==> config.mk <==
export PLATFORM = sky130hd
export DESIGN_NAME = switch_debouncer_flat
export DESIGN_NICKNAME = d
export VERILOG_FILES = /design/src/rtl/switch_debouncer_if.sv /design/src/rtl/switch_debouncer.sv /design/src/flat_wrapper.sv
export SDC_FILE = /design/constraint.sdc
export NUM_CORES = 1
export LEC_CHECK = 0
export CAP_MARGIN = 25
export CORE_UTILIZATION = 37
export DETAILED_ROUTE_END_ITERATION = 8
export PLACE_DENSITY_LB_ADDON = 0.1
export SLEW_MARGIN = 5
export SYNTH_ARGS = -nofsm -noshare
export SYNTH_HDL_FRONTEND = slang
export SYNTH_SLANG_ARGS = --single-unit
export TNS_END_PERCENT = 20
==> constraint.sdc <==
create_clock -name clock -period 2.65 [get_ports clock]
set_input_delay 0.795 -clock clock [delete_from_list [all_inputs] [get_ports clock]]
set_output_delay 0.795 -clock clock [all_outputs]
set_load 0.1 [all_outputs]
==> src/rtl/switch_debouncer_if.sv <==
// switch_debouncer_if
//   Groups the switch-side and core-side signals of the debouncer.
//   Ports carried:
//     raw_switch  WIDTH  asynchronous switch pin levels
//     switch_out  WIDTH  debounced level
//     rise        WIDTH  one-cycle pulse when a switch_out bit goes 0->1
//     fall        WIDTH  one-cycle pulse when a switch_out bit goes 1->0
//     changed     1      OR of all rise/fall bits
//   Modports:
//     master  drives raw_switch and observes the conditioned outputs
//     slave   the debouncer itself
interface switch_debouncer_if #(
  parameter int WIDTH = 4
);
  logic [WIDTH-1:0] raw_switch;
  logic [WIDTH-1:0] switch_out;
  logic [WIDTH-1:0] rise;
  logic [WIDTH-1:0] fall;
  logic             changed;

  modport master (
    output raw_switch,
    input  switch_out,
    input  rise,
    input  fall,
    input  changed
  );

  modport slave (
    input  raw_switch,
    output switch_out,
    output rise,
    output fall,
    output changed
  );
endinterface

==> src/rtl/switch_debouncer.sv <==
// switch_debouncer
//   Conditions raw switch pins into clean levels and single-cycle edge events.
//   Each bit passes through a SYNC_STAGES flip-flop synchronizer and then a
//   stability counter: a new level is accepted only after STABLE_CYCLES
//   consecutive synchronized samples that differ from the current output.
//   Ports:
//     clock    system clock, all logic on the rising edge
//     n_reset  synchronous, active-low reset
//     sw       switch_debouncer_if.slave (raw_switch in; switch_out, rise,
//              fall, changed out)
//   Build option:
//     SWITCH_DEBOUNCE_EDGE_EN  when defined, registered rise/fall/changed
//                              pulses are produced; otherwise they are tied
//                              to 0 and no edge registers are built.
module switch_debouncer #(
  parameter int WIDTH         = 4,
  parameter int SYNC_STAGES   = 2,
  parameter int STABLE_CYCLES = 65536
) (
  input  logic               clock,
  input  logic               n_reset,
  switch_debouncer_if.slave  sw
);

  localparam int            CW   = $clog2(STABLE_CYCLES + 1);
  localparam logic [CW-1:0] LAST = CW'(STABLE_CYCLES - 1);

  typedef enum logic {
    STABLE  = 1'b0,
    PENDING = 1'b1
  } state_t;

  logic [WIDTH-1:0] sync_q [SYNC_STAGES];
  logic [WIDTH-1:0] sync_s;
  logic [WIDTH-1:0] out_q;
  logic [WIDTH-1:0] out_d;
  logic [WIDTH-1:0] accept;
  state_t           state_q [WIDTH];
  state_t           state_d [WIDTH];
  logic [CW-1:0]    cnt_q   [WIDTH];
  logic [CW-1:0]    cnt_d   [WIDTH];

  always_ff @(posedge clock) begin
    if (!n_reset) begin
      for (int s = 0; s < SYNC_STAGES; s++) sync_q[s] <= '0;
    end else begin
      sync_q[0] <= sw.raw_switch;
      for (int s = 1; s < SYNC_STAGES; s++) sync_q[s] <= sync_q[s-1];
    end
  end

  assign sync_s = sync_q[SYNC_STAGES-1];

  // Per-bit FSM. The counter records how many differing samples have been
  // seen; the sample that finds it at LAST is the accepting one, so a bit in
  // STABLE accepts immediately only when STABLE_CYCLES is 1.
  always_comb begin
    out_d  = out_q;
    accept = '0;
    for (int i = 0; i < WIDTH; i++) begin
      state_d[i] = state_q[i];
      cnt_d[i]   = cnt_q[i];
      case (state_q[i])
        STABLE: begin
          cnt_d[i] = '0;
          if (sync_s[i] != out_q[i]) begin
            if (LAST == '0) begin
              accept[i] = 1'b1;
            end else begin
              cnt_d[i]   = CW'(1);
              state_d[i] = PENDING;
            end
          end
        end
        PENDING: begin
          if (sync_s[i] == out_q[i]) begin
            cnt_d[i]   = '0;
            state_d[i] = STABLE;
          end else if (cnt_q[i] == LAST) begin
            accept[i] = 1'b1;
          end else begin
            cnt_d[i] = cnt_q[i] + CW'(1);
          end
        end
        default: begin
          cnt_d[i]   = '0;
          state_d[i] = STABLE;
        end
      endcase
      if (accept[i]) begin
        out_d[i]   = sync_s[i];
        cnt_d[i]   = '0;
        state_d[i] = STABLE;
      end
    end
  end

  always_ff @(posedge clock) begin
    if (!n_reset) begin
      out_q <= '0;
      for (int i = 0; i < WIDTH; i++) begin
        state_q[i] <= STABLE;
        cnt_q[i]   <= '0;
      end
    end else begin
      out_q <= out_d;
      for (int i = 0; i < WIDTH; i++) begin
        state_q[i] <= state_d[i];
        cnt_q[i]   <= cnt_d[i];
      end
    end
  end

  assign sw.switch_out = out_q;

`ifdef SWITCH_DEBOUNCE_EDGE_EN
  logic [WIDTH-1:0] rise_q;
  logic [WIDTH-1:0] fall_q;
  logic             changed_q;

  // Pulses are registered alongside out_q so they line up with the first
  // cycle of the new level; the accepted value is sync_s, so its polarity
  // tells rise from fall.
  always_ff @(posedge clock) begin
    if (!n_reset) begin
      rise_q    <= '0;
      fall_q    <= '0;
      changed_q <= 1'b0;
    end else begin
      rise_q    <= accept & sync_s;
      fall_q    <= accept & ~sync_s;
      changed_q <= |accept;
    end
  end

  assign sw.rise    = rise_q;
  assign sw.fall    = fall_q;
  assign sw.changed = changed_q;
`else
  assign sw.rise    = '0;
  assign sw.fall    = '0;
  assign sw.changed = 1'b0;
`endif

endmodule

==> src/flat_wrapper.sv <==
// flat-port wrapper written by rule: the top's interface ports become plain ports
module switch_debouncer_flat 
#(
  parameter int WIDTH         = 4,
  parameter int SYNC_STAGES   = 2,
  parameter int STABLE_CYCLES = 65536
)
  (clock, n_reset, sw_raw_switch, sw_switch_out, sw_rise, sw_fall, sw_changed);
  switch_debouncer_if #(.WIDTH(WIDTH)) sw_i ();
  input  logic clock;
  input  logic n_reset;
  input wire logic [$bits(sw_i.raw_switch)-1:0] sw_raw_switch;
  output wire logic [$bits(sw_i.switch_out)-1:0] sw_switch_out;
  output wire logic [$bits(sw_i.rise)-1:0] sw_rise;
  output wire logic [$bits(sw_i.fall)-1:0] sw_fall;
  output wire logic [$bits(sw_i.changed)-1:0] sw_changed;
  assign sw_i.raw_switch = sw_raw_switch;
  assign sw_switch_out = sw_i.switch_out;
  assign sw_rise = sw_i.rise;
  assign sw_fall = sw_i.fall;
  assign sw_changed = sw_i.changed;
  switch_debouncer #(.WIDTH(WIDTH), .SYNC_STAGES(SYNC_STAGES), .STABLE_CYCLES(STABLE_CYCLES)) u_core (.clock(clock), .n_reset(n_reset), .sw(sw_i));
endmodule
==> results of run 1 <==
[critical path: stages (launching register included)]
cell and delay, ns:
dfxtp_1 0.44, nand4_2 0.20, nor3_1 0.41, and4_1 0.26, ha_1 0.26, nand3b_1 0.31, nor2_1 0.13, a211o_1 0.31
nand2_1 0.05
[final cells by class]
type,count,share of cell area
well taps,129,0.0406
flip-flops and latches,84,0.423
repair buffers,16,0.0334
clock inverters,2,0.00882
clock buffers,12,0.0391
inverters,13,0.0123
multi-input cells,284,0.443
[cell usage after synthesis, types with 2 or more instances]
master / instances / area (sq um)
nand2_1: 24 / 90.1
o31ai_1: 2 / 15.0
nor3_1: 8 / 40.0
nor2b_1: 4 / 25.0
ha_1: 8 / 100
xor2_1: 27 / 236
nand3b_1: 2 / 15.0
buf_4: 9 / 67.6
nor2_1: 53 / 199
dfxtp_1: 84 / 1680
and3b_1: 3 / 26.3
or3_1: 7 / 43.8
buf_2: 4 / 20.0
nand4b_1: 5 / 43.8
and3_1: 7 / 43.8
nor4_1: 11 / 68.8
clkbuf_1: 9 / 33.8
a21oi_1: 9 / 45.0
nand3_1: 24 / 120
o21ai_0: 7 / 35.0
inv_1: 13 / 48.8
and2_1: 12 / 75.1
and4_1: 5 / 43.8
or4_1: 2 / 15.0
xnor2_1: 22 / 193
nand4_1: 15 / 93.8
and4b_1: 4 / 40.0
a21boi_0: 8 / 60.1
[flip-flops by register name, indices dropped and copies added, names as in the netlist]
signal,count
u_core.cnt_q,68
u_core.sync_q,8
u_core.state_q,4
u_core.sw.switch_out,4
[through the flow]
step	std cells	setup slack [ns]	hold slack, ns
3_5_place_dp	526	0.287	0.418
3_3_place_gp	526	0.286	0.416
5_1_grt	540	0.0524	0.445
4_1_cts	540	0.263	0.437
6_report	540	0.227	0.433
2_1_floorplan	403	0.597	0.412
[path summary, 6_finish.rpt]
path | from | endpoint | cells after the start
worst max-delay path | u_core.cnt_q[0][5]$_SDFFE_PP0P_ | u_core.cnt_q[0][15]$_SDFFE_PP0P_ | 8
worst min-delay path | u_core.sync_q[0][1]$_SDFF_PN0_ | u_core.sync_q[0][5]$_SDFF_PN0_ | 1
worst max register to register | u_core.cnt_q[0][5]$_SDFFE_PP0P_ | u_core.cnt_q[0][15]$_SDFFE_PP0P_ | 8
worst min register to register | u_core.sync_q[0][1]$_SDFF_PN0_ | u_core.sync_q[0][5]$_SDFF_PN0_ | 1
[logic make-up (layout without fill, tap and decap cells)]
family / count (synthesis) / after routing / share of synthesized area
and+or+nand+nor: 189 / 189 / 0.283
DFF: 84 / 84 / 0.470
xor gates and xnor gates: 49 / 49 / 0.120
buffers and inverters: 35 / 43 / 0.0475
AOI/OAI and AO/OA: 29 / 29 / 0.0507
adders and majority gates: 8 / 8 / 0.0280
other: 1 / 9 / 0.00105
[power breakdown]
part,switching [W],internal (W),leakage [nW]
Combinational,0.0000646,0.0000140,0.525
Clock,0.000426,0.000476,0.0983
Sequential,0.00000528,0.00127,0.679
Total,0.000496,0.00176,1.30
[cell usage in the layout, fill, tap and decap left out, types with 7 or more instances in the layout]
| master | count |
|---|---|
| nor4_1 | 11 |
| nand4_1 | 15 |
| clkbuf_8 | 11 |
| xor2_1 | 27 |
| and3_1 | 7 |
| a21boi_0 | 8 |
| and2_1 | 12 |
| conb_1 | 9 |
| buf_4 | 11 |
| inv_1 | 13 |
| ha_1 | 8 |
| or3_1 | 7 |
| nand3_1 | 24 |
| dfxtp_1 | 84 |
| o21ai_0 | 7 |
| xnor2_1 | 22 |
| nor3_1 | 8 |
| a21oi_1 | 9 |
| nand2_1 | 24 |
| nor2_1 | 53 |
[routing by layer]
layer  part of all wire  GRT usage  vias to the layer above  routed length (um)
met4              0.023     0.0769                        0                 139
met2               0.41      0.184                       28                2440
met5                  0          0                        -                   0
met1               0.55      0.184                     1126                3290
li1                   -          -                     1355                   -
met3              0.024     0.0258                       11                 146
==> impl_metrics.toml, run 1 <==
[timing]
max_freq_mhz = 413
setup_viol = 0
fin_skew_ns = 0.0108
period_share = 0.914
final-hold-violation-count = 0
fin_setup_tns_ns = 0
period_minus_slack_ns = 2.42
rsz0062_at_grt = "false"
finalMaxSlewViolations = 0

[logic_synthesis]
synth.yosys.warnings = 0
synth.distinct_cells = 35
async_reset_ff_frac = 0
synth_area_per_cell_sq_um = 9.06
yosysSeqAreaShare = 0.470
ys_ff_latch = 84
synthFlopType = "dfxtp_1"
syn_inst = 395
synth_edf_count = 0
netlist_area_sq_um = 3580

[pwr]
ir_drop_uv = 286
power.leakage_nw = 1.30
p_total_w = 0.00226
p_per_area_nw_per_um2 = 568

[cts]
cts_buffer_depth = 2
cts_resized = 0
cts_sinks = 84
cts_buffers = 9
clk_latency_ns = 0.35
cts_root_buffer = "clkbuf_8"
ctsHoldBuffers = 0
clk_pin_slew_ns = 0.08
postCtsSetupRepairBufs = 0
cts_tree = "done"
cts-htree-levels = 3

[detailed_routing]
first_pass_iters = 6
vias = 2520
drt_iter0_drc = 64
routed_via_density = 4.67
drc = 0
wl_um = 6020
ant_nets = 0
wl_per_cell_um = 11.2

[cells_and_area]
fillers = 941
multi_input_area_sq_um = 1760
area_delta_synth_final_pct = 11.0
drive_above_1_share = 0.0657
final_area_sq_um = 3970
seq_area_sq_um = 1680
fin_util = 0.426
diodes = 0
fin_nets = 422

[place]
dp_hpwl_um = 4070
place.gp.congestion = 0.745
placed_area_sq_um = 3780
port-buffer-count = 9

[global_route]
antenna_found_initial = 0
gr-usage-all-layers = 0.131
grt_max_degree = 17
grt_pass1_vias = 2265
grt_pass1_wl_um = 10400
gr-total-overflow = 0

[setup_path]
cp.required_ns = 2.95
crit_fanout = 7
end_kind = "flop"
path_class = "reg -> reg"
worst-endpoint-arrival_ns = 2.72
cp-start-kind = "flop"
regToRegSetupSlack_ns = 0.23

[worst_hold_path]
min_path_type = "reg -> reg"

[floorplanning]
coreArea_sq_um = 9330
die_y_um = 100
die_area_sq_um = 10100
die_width_um = 100
initial_core_util = 0.384
ios = 19
num_rows = 35

[run_status]
outcome = "complete, no violations"

[run]
cap_violations = 0
Note: power is estimated with default switching activity, not from simulation.
==> inputs of run 2 (changes only) <==
CAP_MARGIN = unset   (was 25)
GPL_ROUTABILITY_DRIVEN = 0   (was unset)
clock period = 2.4 ns   (was 2.65 ns; I/O delays follow)
==> run 2 against run 1 <==
Sequential power grew 10%. Register-to-register slack lost 0.04 ns. Clock skew shrank 0.0052 ns.
==> impl_metrics.toml, run 2 (synthesis results as in run 1) <==
[setup_path]
crit_fanout = 6
worst-endpoint-arrival_ns = 2.50
r2r-start = "u_core.cnt_q[2][10]$_SDFFE_PP0P_"
cp.required_ns = 2.68
path_class = "reg -> reg"
crit_chain = "and4_1 -> nand3_1 -> nor4_1 -> ha_1 -> and4b_1 -> nand3_1 -> or4_1 -> a21oi_1"
crit_top_cell = "nand3_1"
startpoint = "u_core.cnt_q[2][10]$_SDFFE_PP0P_"
cpPeakStageDelay_ns = 0.42
regToRegSetupSlack_ns = 0.19
end_kind = "flop"
cpLargestDelayFamily = "simple AND/OR/NAND/NOR gates"
cp-start-kind = "flop"
path_buf_inv = 0
crit_slowest_cell = "or4_1"

[cells_and_area]
fin_util = 0.430
drive_above_1_share = 0.0789
regMostFlops = "u_core.cnt_q"
final_cell_mix = "84 x dfxtp_1, 53 x nor2_1, 27 x xor2_1"
final_common_cell = "dfxtp_1"
largest_reg_flops = 68
reg.largest.list = "u_core.cnt_q (68), u_core.sync_q (8)"
final_area_sq_um = 4010
fillers = 911
diodes = 0
area_delta_synth_final_pct = 12.1
fin_nets = 428

[timing]
finalMaxSlewViolations = 0
fin_skew_ns = 0.00558
period_minus_slack_ns = 2.21
rsz0062_at_grt = "false"
period_share = 0.922
final-hold-violation-count = 0
setup_viol = 0
fin_setup_tns_ns = 0
max_freq_mhz = 452

[global_route]
grt_max_degree = 17
antenna_found_initial = 0
grt_pass1_wl_um = 10400
gr-total-overflow = 0
gr-usage-all-layers = 0.129
grt_pass1_vias = 2366

[detailed_routing]
routed_via_density = 4.63
drc = 0
first_pass_iters = 4
ant_nets = 0
wl_per_cell_um = 10.5
wl_um = 5730
drt_iter0_drc = 78
vias = 2531

[cts]
cts_buffer_depth = 2
ctsHoldBuffers = 0
cts_sinks = 84
clk_pin_slew_ns = 0.08
cts_buffers = 9
cts_root_buffer = "clkbuf_8"
clk_latency_ns = 0.35
cts_tree = "done"
cts-htree-levels = 3

[run]
cap_violations = 0

[pwr]
power.leakage_nw = 1.32
switching_share = 0.219
ir_drop_uv = 303
p_per_area_nw_per_um2 = 613
p_comb_frac = 0.035
p_sw_w = 0.000537
seqPwrFrac = 0.573
power_frac_clock = 0.392
p_int_w = 0.00192

[worst_hold_path]
min_path_type = "reg -> reg"
min_from = "u_core.sync_q[0][1]$_SDFF_PN0_"

[floorplanning]
die_area_sq_um = 10100
ios = 19
die_y_um = 100
coreArea_sq_um = 9330
num_rows = 35
die_width_um = 100
initial_core_util = 0.384

[place]
dp_hpwl_um = 3990
placed_area_sq_um = 3810
port-buffer-count = 9

[run_status]
outcome = "complete, no violations"
==> run 2: cell types whose count changed in the layout (fill, tap and decap cells not counted), sizes merged <==
cell,delta
clkbuf,+1
buf,+6
==> run 2: layout make-up <==
class                      instances  area (sq um)  area share
timing repair buffer              22           178      0.0443
clock inverter                     2          35.0     0.00873
clock buffer                      13           149      0.0371
sequential                        84          1680       0.419
inverter                          13          48.8      0.0122
tap                              129           161      0.0402
multi-input combinational        284          1760       0.439
==> run 2: repair_timing <==
item,in CTS,in global routing
gates resized for setup,0,1
endpoints found under the setup margin,0,6
setup buffers,0,2
endpoints found under the hold margin,0,0
==> run 2: power by group through the flow <==
stage	sequential [W]	clock, W	combinational, W
after detailed placement	0.00144	0	0.0000868
final	0.00141	0.000964	0.0000867
after global placement	0.00144	0	0.0000868
after CTS	0.00141	0.00102	0.0000870
after global routing	0.00141	0.00107	0.0000918
after floorplan	0.00144	0	0.0000858
==> run 2: layer usage <==
metal | track usage | wire, um
met1 | 0.163 | 3050
met4 | 0.0569 | 102
met3 | 0.0453 | 207
met2 | 0.199 | 2370
met5 | 0 | 0
==> run 2: per-stage QoR <==
| stage | total power, W | worst slack [ns] | cells | hold slack [ns] |
|---|---|---|---|---|
| floorplan | 0.00153 | 0.347 | 403 | 0.412 |
| global placement | 0.00153 | 0.207 | 530 | 0.414 |
| detailed placement | 0.00153 | 0.120 | 530 | 0.420 |
| CTS | 0.00251 | 0.101 | 545 | 0.439 |
| global route | 0.00257 | 0.0138 | 547 | 0.457 |
| finish | 0.00246 | 0.188 | 547 | 0.432 |
==> run 2: worst paths after layout <==
check | end | depth (start not counted)
worst max-delay path | u_core.cnt_q[2][15]$_SDFFE_PP0P_ | 8
worst min-delay path | u_core.sync_q[0][5]$_SDFF_PN0_ | 1
worst max register to register | u_core.cnt_q[2][15]$_SDFFE_PP0P_ | 8
worst min register to register | u_core.sync_q[0][5]$_SDFF_PN0_ | 1
==> run 2: worst reg2reg max path, cell delays in order (launching register included) <==
cell,delay (ns)
dfxtp_1,0.33
and4_1,0.22
nand3_1,0.15
nor4_1,0.08
ha_1,0.24
and4b_1,0.41
nand3_1,0.17
or4_1,0.42
a21oi_1,0.14
